[src/rtl/fetch_pkg.sv]
// Shared types and constants for the fetch stage: the fetch FSM state
// encoding, the default reset PC / NOP encoding, the PC step and a
// word-alignment helper.
package fetch_pkg;

    typedef enum logic [1:0] {
        IDLE    = 2'd0,
        WAIT    = 2'd1,
        VALID   = 2'd2,
        DISCARD = 2'd3
    } fetch_state_t;

    localparam logic [31:0] RESET_PC_DEFAULT  = 32'h0000_0000;
    localparam logic [31:0] NOP_INSTR_DEFAULT = 32'hE1A0_0000;  // MOV r0,r0
    localparam logic [31:0] PC_STEP           = 32'd4;

    // Force a PC value onto a word boundary.
    function automatic logic [31:0] word_align(input logic [31:0] addr);
        return addr & ~32'd3;
    endfunction

endpackage

[src/rtl/fetch_unit_if.sv]
// Instruction-memory request/response channel. The fetch unit is the
// master (issues requests); the memory is the slave (returns exactly one
// response per accepted request, at least one cycle later).
interface fetch_unit_if;

    logic        imem_req;
    logic [31:0] imem_addr;
    logic        imem_rvalid;
    logic [31:0] imem_rdata;

    modport master (
        output imem_req,
        output imem_addr,
        input  imem_rvalid,
        input  imem_rdata
    );

    modport slave (
        input  imem_req,
        input  imem_addr,
        output imem_rvalid,
        output imem_rdata
    );

endinterface

[src/rtl/fetch_pc_reg.sv]
// 32-bit program counter register. On load it takes either a redirect
// target or PC+4; every loaded value is word aligned.
module fetch_pc_reg
    import fetch_pkg::*;
#(
    parameter logic [31:0] RESET_PC = RESET_PC_DEFAULT
) (
    input  logic        clk,
    input  logic        reset,
    input  logic        load,
    input  logic        sel_target,
    input  logic [31:0] target,
    output logic [31:0] pc
);

    logic [31:0] pc_reg;
    logic [31:0] pc_next;

    // Select the candidate next PC; the increment wraps modulo 2^32.
    always_comb begin
        pc_next = word_align(sel_target ? target : (pc_reg + PC_STEP));
    end

    // PC register with asynchronous active-low reset.
    always_ff @(posedge clk or negedge reset) begin
        if (!reset) begin
            pc_reg <= word_align(RESET_PC);
        end else if (load) begin
            pc_reg <= pc_next;
        end
    end

    assign pc = pc_reg;

endmodule

[src/rtl/fetch_unit.sv]
// Fetch stage: owns PCF, issues single-outstanding requests to a
// variable-latency instruction memory, applies branch/writeback redirects
// and holds one fetched instruction for Decode until it is consumed.
// Optional build macro FETCH_PERF_EN adds saturating perf counters
// perf_fetched / perf_discarded.
module fetch_unit
    import fetch_pkg::*;
#(
    parameter logic [31:0] RESET_PC  = RESET_PC_DEFAULT,
    parameter logic [31:0] NOP_INSTR = NOP_INSTR_DEFAULT
) (
    input  logic         clk,
    input  logic         reset,
    input  logic         StallF,
    input  logic         BranchTakenE,
    input  logic [31:0]  ALUResultE,
    input  logic         PCSrcW,
    input  logic [31:0]  ResultW,
    fetch_unit_if.master imem,
    output logic [31:0]  InstrF,
    output logic [31:0]  PCPlus4F,
    output logic         InstrValidF,
    output logic [31:0]  PCF
`ifdef FETCH_PERF_EN
    ,
    output logic [31:0]  perf_fetched,
    output logic [31:0]  perf_discarded
`endif
);

    fetch_state_t state_reg;
    fetch_state_t state_next;
    fetch_state_t cur_state;
    logic         pending_reg;
    logic         pending_next;
    logic [31:0]  instr_reg;
    logic [31:0]  pcplus4_reg;

    logic         redirect;
    logic [31:0]  target;
    logic         req;
    logic         pc_load;
    logic         capture;

    assign redirect = BranchTakenE | PCSrcW;
    assign target   = BranchTakenE ? ALUResultE : ResultW;

    // A memory request still in flight when reset hit makes IDLE behave as
    // DISCARD, so that the late response is swallowed instead of accepted.
    assign cur_state = ((state_reg == IDLE) && pending_reg) ? DISCARD : state_reg;

    // FSM state register.
    always_ff @(posedge clk or negedge reset) begin
        if (!reset) begin
            state_reg <= IDLE;
        end else begin
            state_reg <= state_next;
        end
    end

    // Outstanding-request tracker, deliberately left out of reset so it
    // remembers a request that was in flight across a reset pulse.
    always_ff @(posedge clk) begin
        pending_reg <= pending_next;
    end

    // FSM next-state logic.
    always_comb begin
        state_next = cur_state;
        unique case (cur_state)
            IDLE: begin
                if (!redirect && !StallF) state_next = WAIT;
            end
            WAIT: begin
                if (redirect)               state_next = imem.imem_rvalid ? IDLE : DISCARD;
                else if (imem.imem_rvalid)  state_next = VALID;
            end
            VALID: begin
                if (redirect)     state_next = IDLE;
                else if (!StallF) state_next = WAIT;
            end
            DISCARD: begin
                // The stale response ends DISCARD even under a new redirect;
                // otherwise no further response would ever arrive.
                if (imem.imem_rvalid) state_next = IDLE;
            end
            default: state_next = IDLE;
        endcase
    end

    // FSM outputs: request issue, PC load control and response capture.
    always_comb begin
        req          = reset && !redirect && !StallF &&
                       ((cur_state == IDLE) || (cur_state == VALID));
        pc_load      = redirect || ((cur_state == WAIT) && imem.imem_rvalid);
        capture      = (cur_state == WAIT) && imem.imem_rvalid && !redirect;
        pending_next = req || (pending_reg && !imem.imem_rvalid);
    end

    // Held instruction and its PC+4, updated only when a response is kept.
    always_ff @(posedge clk or negedge reset) begin
        if (!reset) begin
            instr_reg   <= NOP_INSTR;
            pcplus4_reg <= word_align(RESET_PC) + PC_STEP;
        end else if (capture) begin
            instr_reg   <= imem.imem_rdata;
            pcplus4_reg <= PCF + PC_STEP;
        end
    end

    fetch_pc_reg #(
        .RESET_PC (RESET_PC)
    ) u_pc_reg (
        .clk        (clk),
        .reset      (reset),
        .load       (pc_load),
        .sel_target (redirect),
        .target     (target),
        .pc         (PCF)
    );

    assign imem.imem_req  = req;
    assign imem.imem_addr = PCF;
    assign InstrValidF    = (cur_state == VALID);
    assign InstrF         = (cur_state == VALID) ? instr_reg : NOP_INSTR;
    assign PCPlus4F       = pcplus4_reg;

`ifdef FETCH_PERF_EN
    logic        consumed;
    logic        dropped;
    logic [31:0] perf_fetched_reg;
    logic [31:0] perf_discarded_reg;

    assign consumed = (cur_state == VALID) && !StallF && !redirect;
    assign dropped  = ((cur_state == WAIT) && imem.imem_rvalid && redirect) ||
                      ((cur_state == DISCARD) && imem.imem_rvalid) ||
                      ((cur_state == VALID) && redirect);

    // Saturating event counters for delivered and thrown-away instructions.
    always_ff @(posedge clk or negedge reset) begin
        if (!reset) begin
            perf_fetched_reg   <= '0;
            perf_discarded_reg <= '0;
        end else begin
            if (consumed && (perf_fetched_reg != '1))
                perf_fetched_reg <= perf_fetched_reg + 32'd1;
            if (dropped && (perf_discarded_reg != '1))
                perf_discarded_reg <= perf_discarded_reg + 32'd1;
        end
    end

    assign perf_fetched   = perf_fetched_reg;
    assign perf_discarded = perf_discarded_reg;
`endif

endmodule

[src/flat_wrapper.sv]
// flat-port wrapper written by rule: the top's interface ports become plain ports
module fetch_unit_flat import fetch_pkg::*;
#(
    parameter logic [31:0] RESET_PC  = RESET_PC_DEFAULT,
    parameter logic [31:0] NOP_INSTR = NOP_INSTR_DEFAULT
)
  (clk, reset, StallF, BranchTakenE, ALUResultE, PCSrcW, ResultW, InstrF, PCPlus4F, InstrValidF, PCF, imem_imem_req, imem_imem_addr, imem_imem_rvalid, imem_imem_rdata);
  fetch_unit_if imem_i ();
  input  logic clk;
  input  logic reset;
  input  logic StallF;
  input  logic BranchTakenE;
  input  logic [31:0] ALUResultE;
  input  logic PCSrcW;
  input  logic [31:0] ResultW;
  output logic [31:0] InstrF;
  output logic [31:0] PCPlus4F;
  output logic InstrValidF;
  output logic [31:0] PCF;
  output wire logic [$bits(imem_i.imem_req)-1:0] imem_imem_req;
  output wire logic [$bits(imem_i.imem_addr)-1:0] imem_imem_addr;
  input wire logic [$bits(imem_i.imem_rvalid)-1:0] imem_imem_rvalid;
  input wire logic [$bits(imem_i.imem_rdata)-1:0] imem_imem_rdata;
  assign imem_imem_req = imem_i.imem_req;
  assign imem_imem_addr = imem_i.imem_addr;
  assign imem_i.imem_rvalid = imem_imem_rvalid;
  assign imem_i.imem_rdata = imem_imem_rdata;
  fetch_unit #(.RESET_PC(RESET_PC), .NOP_INSTR(NOP_INSTR)) u_core (.clk(clk), .reset(reset), .StallF(StallF), .BranchTakenE(BranchTakenE), .ALUResultE(ALUResultE), .PCSrcW(PCSrcW), .ResultW(ResultW), .imem(imem_i), .InstrF(InstrF), .PCPlus4F(PCPlus4F), .InstrValidF(InstrValidF), .PCF(PCF));
endmodule
[config.mk]
export PLATFORM = sky130hd
export DESIGN_NAME = fetch_unit_flat
export DESIGN_NICKNAME = d
export VERILOG_FILES = /design/src/rtl/fetch_pkg.sv /design/src/rtl/fetch_unit_if.sv /design/src/rtl/fetch_pc_reg.sv /design/src/rtl/fetch_unit.sv /design/src/flat_wrapper.sv
export SDC_FILE = /design/constraint.sdc
export NUM_CORES = 1
export LEC_CHECK = 0
export CAP_MARGIN = 30
export CORE_AREA = 2 2 118 120
export CTS_BUF_LIST = sky130_fd_sc_hd__clkbuf_4 sky130_fd_sc_hd__clkbuf_8
export DETAILED_ROUTE_END_ITERATION = 12
export DIE_AREA = 0 0 120 122
export MAX_ROUTING_LAYER = met4
export PLACE_DENSITY = 0.91
export SETUP_SLACK_MARGIN = 0.1
export SLEW_MARGIN = 10
export SYNTH_ARGS = -nofsm -noshare
export SYNTH_HDL_FRONTEND = slang
export SYNTH_SLANG_ARGS = --single-unit
export TNS_END_PERCENT = 10
[constraint.sdc]
create_clock -name clk -period 1.84 [get_ports clk]
set_input_delay 0.276 -clock clk [delete_from_list [all_inputs] [get_ports clk]]
set_output_delay 0.276 -clock clk [all_outputs]
set_load 0.03 [all_outputs]
After elaboration in Yosys (flattened, before gate mapping):

Index checks and enable logic that the tools add are counted.

* register bits: 97
* output and inout port bits: 130
* input bits: 102
* logic and storage cells: 38

* bitwise logic cells: 1
* $add $sub $neg: 1
* reduce and logical (&&, ||, !) cells: 16
* muxes and demuxes: 12
* equality and inequality tests: 3

Operator list (number)
* two-way mux 32 bit: 3
* adder 32 x 3 -> 32 bit, second input constant: 1
* two-way mux 2 bit: 8
* logical AND 1 bit: 8
* one-hot mux 2 bit (4 select lines): 1
* == test 2 bit, second input constant: 2
* zero test 2 bit: 2
* zero test 1 bit: 3
* logical OR 1 bit: 3
* == test 2 x 1 -> 1 bit, second input constant: 1
* OR 1 bit: 1

Depth between registers and ports, before layout:

* depth in word-level cells: 7
* depth in mapped cells: 8
* mapped depth without buffers: 6

By module:

From an unflattened synthesis, not the netlist that was laid out.

* cell total of the unflattened synthesis: 639
* area, all modules: 6009.5 um^2

Modules (own cells, without submodules)
* fetch_unit: sequential area each 1680.4 um^2, instances 1, area each 3923.8 um^2, cells an instance 377
* fetch_pc_reg: sequential area each 750.7 um^2, instances 1, area each 2085.8 um^2, cells an instance 262

Worst setup path before layout:

Ideal clock, no wire load.

* path kind: reg-to-reg
* from: register u_core.u_pc_reg.pc_reg[2] (netlist: u_core.u_pc_reg.pc[2])
* to: register u_core.u_pc_reg.pc_reg[22] (netlist: u_core.u_pc_reg.pc[22])
* data arrival time: 2.046 ns
* library setup time: 0.077 ns
* data required time: 1.763 ns
* setup slack: -0.282 ns
* stages on the path, launching flop included: 8
* cell sequence: dfrtp_1 ha_1 nand4_1 nor4_4 buf_4 nand4_1 xor2_1 o21ai_1

* cells in the longest elaborated chain, start to end: 2

Ends and longest elaborated chain
* start, declared: RTL line fetch_pc_reg.sv:16 `logic [31:0] pc_reg;`
* start signal, assigned: RTL line fetch_pc_reg.sv:27 `pc_reg <= word_align(RESET_PC);`
* start signal, assigned: RTL line fetch_pc_reg.sv:29 `pc_reg <= pc_next;`
* adder 32 x 3 -> 32 bit: RTL line fetch_pc_reg.sv:21 `pc_next = word_align(sel_target ? target : (pc_reg + PC_STEP));`
* two-way mux 32 bit: RTL line fetch_pc_reg.sv:21

Every way passes these cells.
A chain may end at the register's enable or synchronous reset.

Final worst setup path:

* from: register u_core.state_reg[1]
* to: output port InstrF[19]

* cells in the longest elaborated chain, start to end: 5

Ends and longest elaborated chain
* start, declared: RTL line fetch_unit.sv:31 `fetch_state_t state_reg;`
* start signal, assigned: RTL line fetch_unit.sv:57 `state_reg <= state_next;`
* zero test 2 bit: RTL line fetch_unit.sv:50 `assign cur_state = ((state_reg == IDLE) && pending_reg) ? DISCARD : state_reg;`
* logical AND 1 bit: RTL line fetch_unit.sv:50
* two-way mux 2 bit (*): RTL line fetch_unit.sv:50
* == test 2 bit (*): RTL line fetch_unit.sv:125 `assign InstrF = (cur_state == VALID) ? instr_reg : NOP_INSTR;`
* two-way mux 32 bit (*): RTL line fetch_unit.sv:125
* end, declared: RTL line flat_wrapper.sv:16 `output logic [31:0] InstrF;`

Every way passes the cells marked *; elsewhere a longest branch is shown, timed or not.

==> summary.md <==
| Metric | Value |
|---|---|
| Worst-case hold slack | -0.01445 ns |
| Dpl ws | -0.1407 ns |
| Total grt overflow | 0 |
| Die height | 122 um |
| DRC Markers | 0 |
| Filler Cells Inserted | around 1100 |
| CP endpoint | InstrF[19] |
| Failing checks | hold timing, setup timing |
| Placed Instance Area | approximately 7800 um^2 |
| Power Density | between 900 and 1000 nW/um^2 |
| Vias in the first global route | slightly above 5000 |
| Max Fclk | between 500 and 600 MHz |
| Clock buffer depth | 2 |
| Sequential area share after synthesis | a little under half |
| Async set-reset flop share out of synthesis | between 90% and 100% |
| Nets | around 960 |
| Post-synthesis mux area share | 0.8072% |
| Final slew viol count | 0 |
| Wire length per cell | approximately 17 um |
| Final design utilization | 62.14% |
| Period utilisation layout | 100.7% |
| DR vias | about 5300 |
| Antenna violation net count after detailed routing | 0 |
| Worst EP arrival | ~1.6 ns |
| Netlist Area Pre-Place | 5270 um^2 |
| Critical path origin | u_core.state_reg[1]$_DFF_PN0_ |
| Fin Clk Skew | ~0.011 ns |
| Drt first pass iters | 5 |
| R2r worst-path depth | 7 |
| R2R Path Start | u_core.state_reg[1]$_DFF_PN0_ |
| Synth-to-layout area growth | 59.24% |
| Root buffer cell | clkbuf_8 |
| Seq cells post-synth | 95 |
| Largest cells by area after synthesis | dfrtp_1 41%, nand2_1 11%, buf_4 5.3% |
| Post-Synth Adder-Cell Area | less than 1% |
| PortBufs | ~220 |
| R2R Setup Slk | approximately 0.03 ns |
| Die Area | between 10000 and 15000 um^2 |
| Dpl cells | about 1000 |
| Core ar. | ~14000 um^2 |
| Largest family of logic cells by synthesized area | simple AND/OR/NAND/NOR gates |
| CP max FO | 6 |
| CP Launch Type | flop |
| Post-Route WL | around 18 mm |
| Cts hold-fix bufs | 0 |
| Final Cell Area | between 8000 and 9000 um^2 |
| Design Power | approximately 7.9 mW |
| RePlAce Congestion | just under 0.9 |
| GRT Resource Usage Total | 23.97% |
| Worst min-delay path class | input pin to asynchronous set/reset pin |
| Most common cell after layout, fill and taps aside | nand2_1 |
| CTS tree | done |
| Total negative setup slack | -0.05513 ns |
| Syn_area_per_cell | 8.611 um^2 |
| # IOs | between 200 and 250 |
| H-tree Lvls | 3 |
| XOR/XNOR Fraction of Synth Area | 7.312% |
| Post-synth EDFFs | 0 |
| Reg clk slew, reported paths | around 0.090 ns |
| Simple-Gate Fraction of Synth Area | between 20% and 30% |
| Setup CP Type | flop to output pin |
| Fin crit period | 1.852 ns |
| Area leader, netlist | dfrtp_1 |
| Post-synthesis compound-gate area fraction | 12.92% |
| Vias per cell | 5.053 |
| Row cnt | 43 |
| First-pass GRT wire length | ~27 mm |
| Antenna violations before repair | 0 |
| Prevailing post-synth register cell | dfrtp_1 |
| Synth cell types | 52 |
| CTS Buf Count | 9 |
| Leakage power figure | approximately 3.9 nW |
| Max IR drop VDD | between 0.4 and 0.5 mV |
| Measured slew at the worst slew-check pin | between 0.5 and 0.6 ns |
| Initial Util | about two fifths |
| Synth top area share | about 41% |
| RSZ-0062 raised after global routing | true |
| Crit end category | output pin |
| Syn Inst Count | between 600 and 700 |
| Max-slew headroom | 64.84% |
| Status | complete, but fails checks |
| Largest net degree at the start of global routing | between 90 and 100 |
| Chip Width | 120 um |
| Final cell count without fillers | roughly 1000 |
| Number of diodes | 0 |
| Hold Vio Cnt, Final | 22 |
| Synth warn | 0 |
| CTS sink cnt | between 90 and 100 |
| Data required, critical path | 1.56 ns |
| Final worst setup slack | -0.01236 ns |
| Setup violators final | 6 |
| DPL Wire Length | 12.30 mm |
| Max reg flops | 32 |
| Iter 0 DRT Violations | approximately 470 |
| Commonest cells after routing, fill and taps aside | 160 x nand2_1, 125 x clkdlybuf4s50_1, 77 x buf_4, 74 x dfrtp_1, 55 x dlygate4sd2_1 |
| R2r endpoint | u_core.u_pc_reg.pc[30]$_DFFE_PN0P_ |
| Total of max-cap violations | 0 |
| Source-to-sink clock delay at the later pin of the worst-skew pair | 0.37 ns |
| Layout cells sized above 1 | between 20 and 30% |
-- cells by family (layout without fill, tap and decap cells) --
family	after synthesis	after routing
compound gates	112	112
xor+xnor	44	44
fa+ha+maj	1	1
buf+inv	83	332
flops	95	95
mux	4	4
other cells	1	6
simple gates	272	272
-- layout make-up --
class	count	area (um^2)	area share (%)
clock buffers	12	146.4	1.744
repair buffers	308	2905	34.62
clock inverters	4	47.55	0.5666
flip-flops and latches	95	2397	28.57
well taps	180	225.2	2.684
multi-input cells	439	2640	31.46
inverters	8	30.03	0.3578
-- worst min-delay path by stage --
stage | endpoint | slack (ns) | cells after the start
4_1_cts | u_core.PCPlus4F[10]$_DFFE_PN0P_ | 0.02 | 2
6_report | u_core.u_pc_reg.pc[13]$_DFFE_PN0P_ | -0.01 | 2
2_1_floorplan | u_core.PCPlus4F[10]$_DFFE_PN0P_ | -0.02 | 0
5_1_grt | u_core.PCPlus4F[10]$_DFFE_PN0P_ | 0.03 | 2
3_5_place_dp | u_core.u_pc_reg.pc[13]$_DFFE_PN0P_ | 0.42 | 2
3_3_place_gp | u_core.PCPlus4F[13]$_DFFE_PN0P_ | 0.42 | 2
-- cells in the mapped netlist (all sizes together) (2+ instances only) --
cell type / number
a22o: 4
nor2: 19
a21oi: 18
buf: 48
nand4: 13
dfrtp: 87
or3: 8
xor2: 31
mux2: 2
and3: 8
clkbuf: 27
xnor2: 13
o21ai: 53
dfstp: 7
nand2: 161
nor3: 4
a22oi: 18
mux2i: 2
inv: 8
a2bb2oi: 6
nor4: 4
nand3: 16
a31oi: 3
and4: 4
and2: 29
-- routing by layer --
layer	global-route usage (%)	routed length, um	share of wire, %	vias up
met5	-	0	0	-
met4	8.897	376	2.1	0
met3	2.200	804	4.6	30
met2	39.74	8950	51	182
met1	30.66	7460	42	2557
li1	-	-	-	2516
-- what timing repair did --
item	4_1_cts	5_1_grt
setup buffers	6	18
endpoints found under the setup margin	110	93
pin swaps	29	21
gates cloned	2	2
gates resized for setup	163	39
-- worst max-delay path, cell delays in order, from the launching register on --
cell,delay [ns]
dfrtp_1,0.38
inv_2,0.07
buf_6,0.13
nor2_4,0.16
buf_4,0.19
and2_1,0.15
buf_6,0.13
-- power by group --
part	leakage (nW)	internal, mW	total (mW)	switching (mW)
Clock	0.101	0.671	1.41	0.742
Combinational	2.58	1.48	3.38	1.90
Sequential	1.18	2.70	3.08	0.384
No activity file was read; power rests on OpenSTA's default activity.
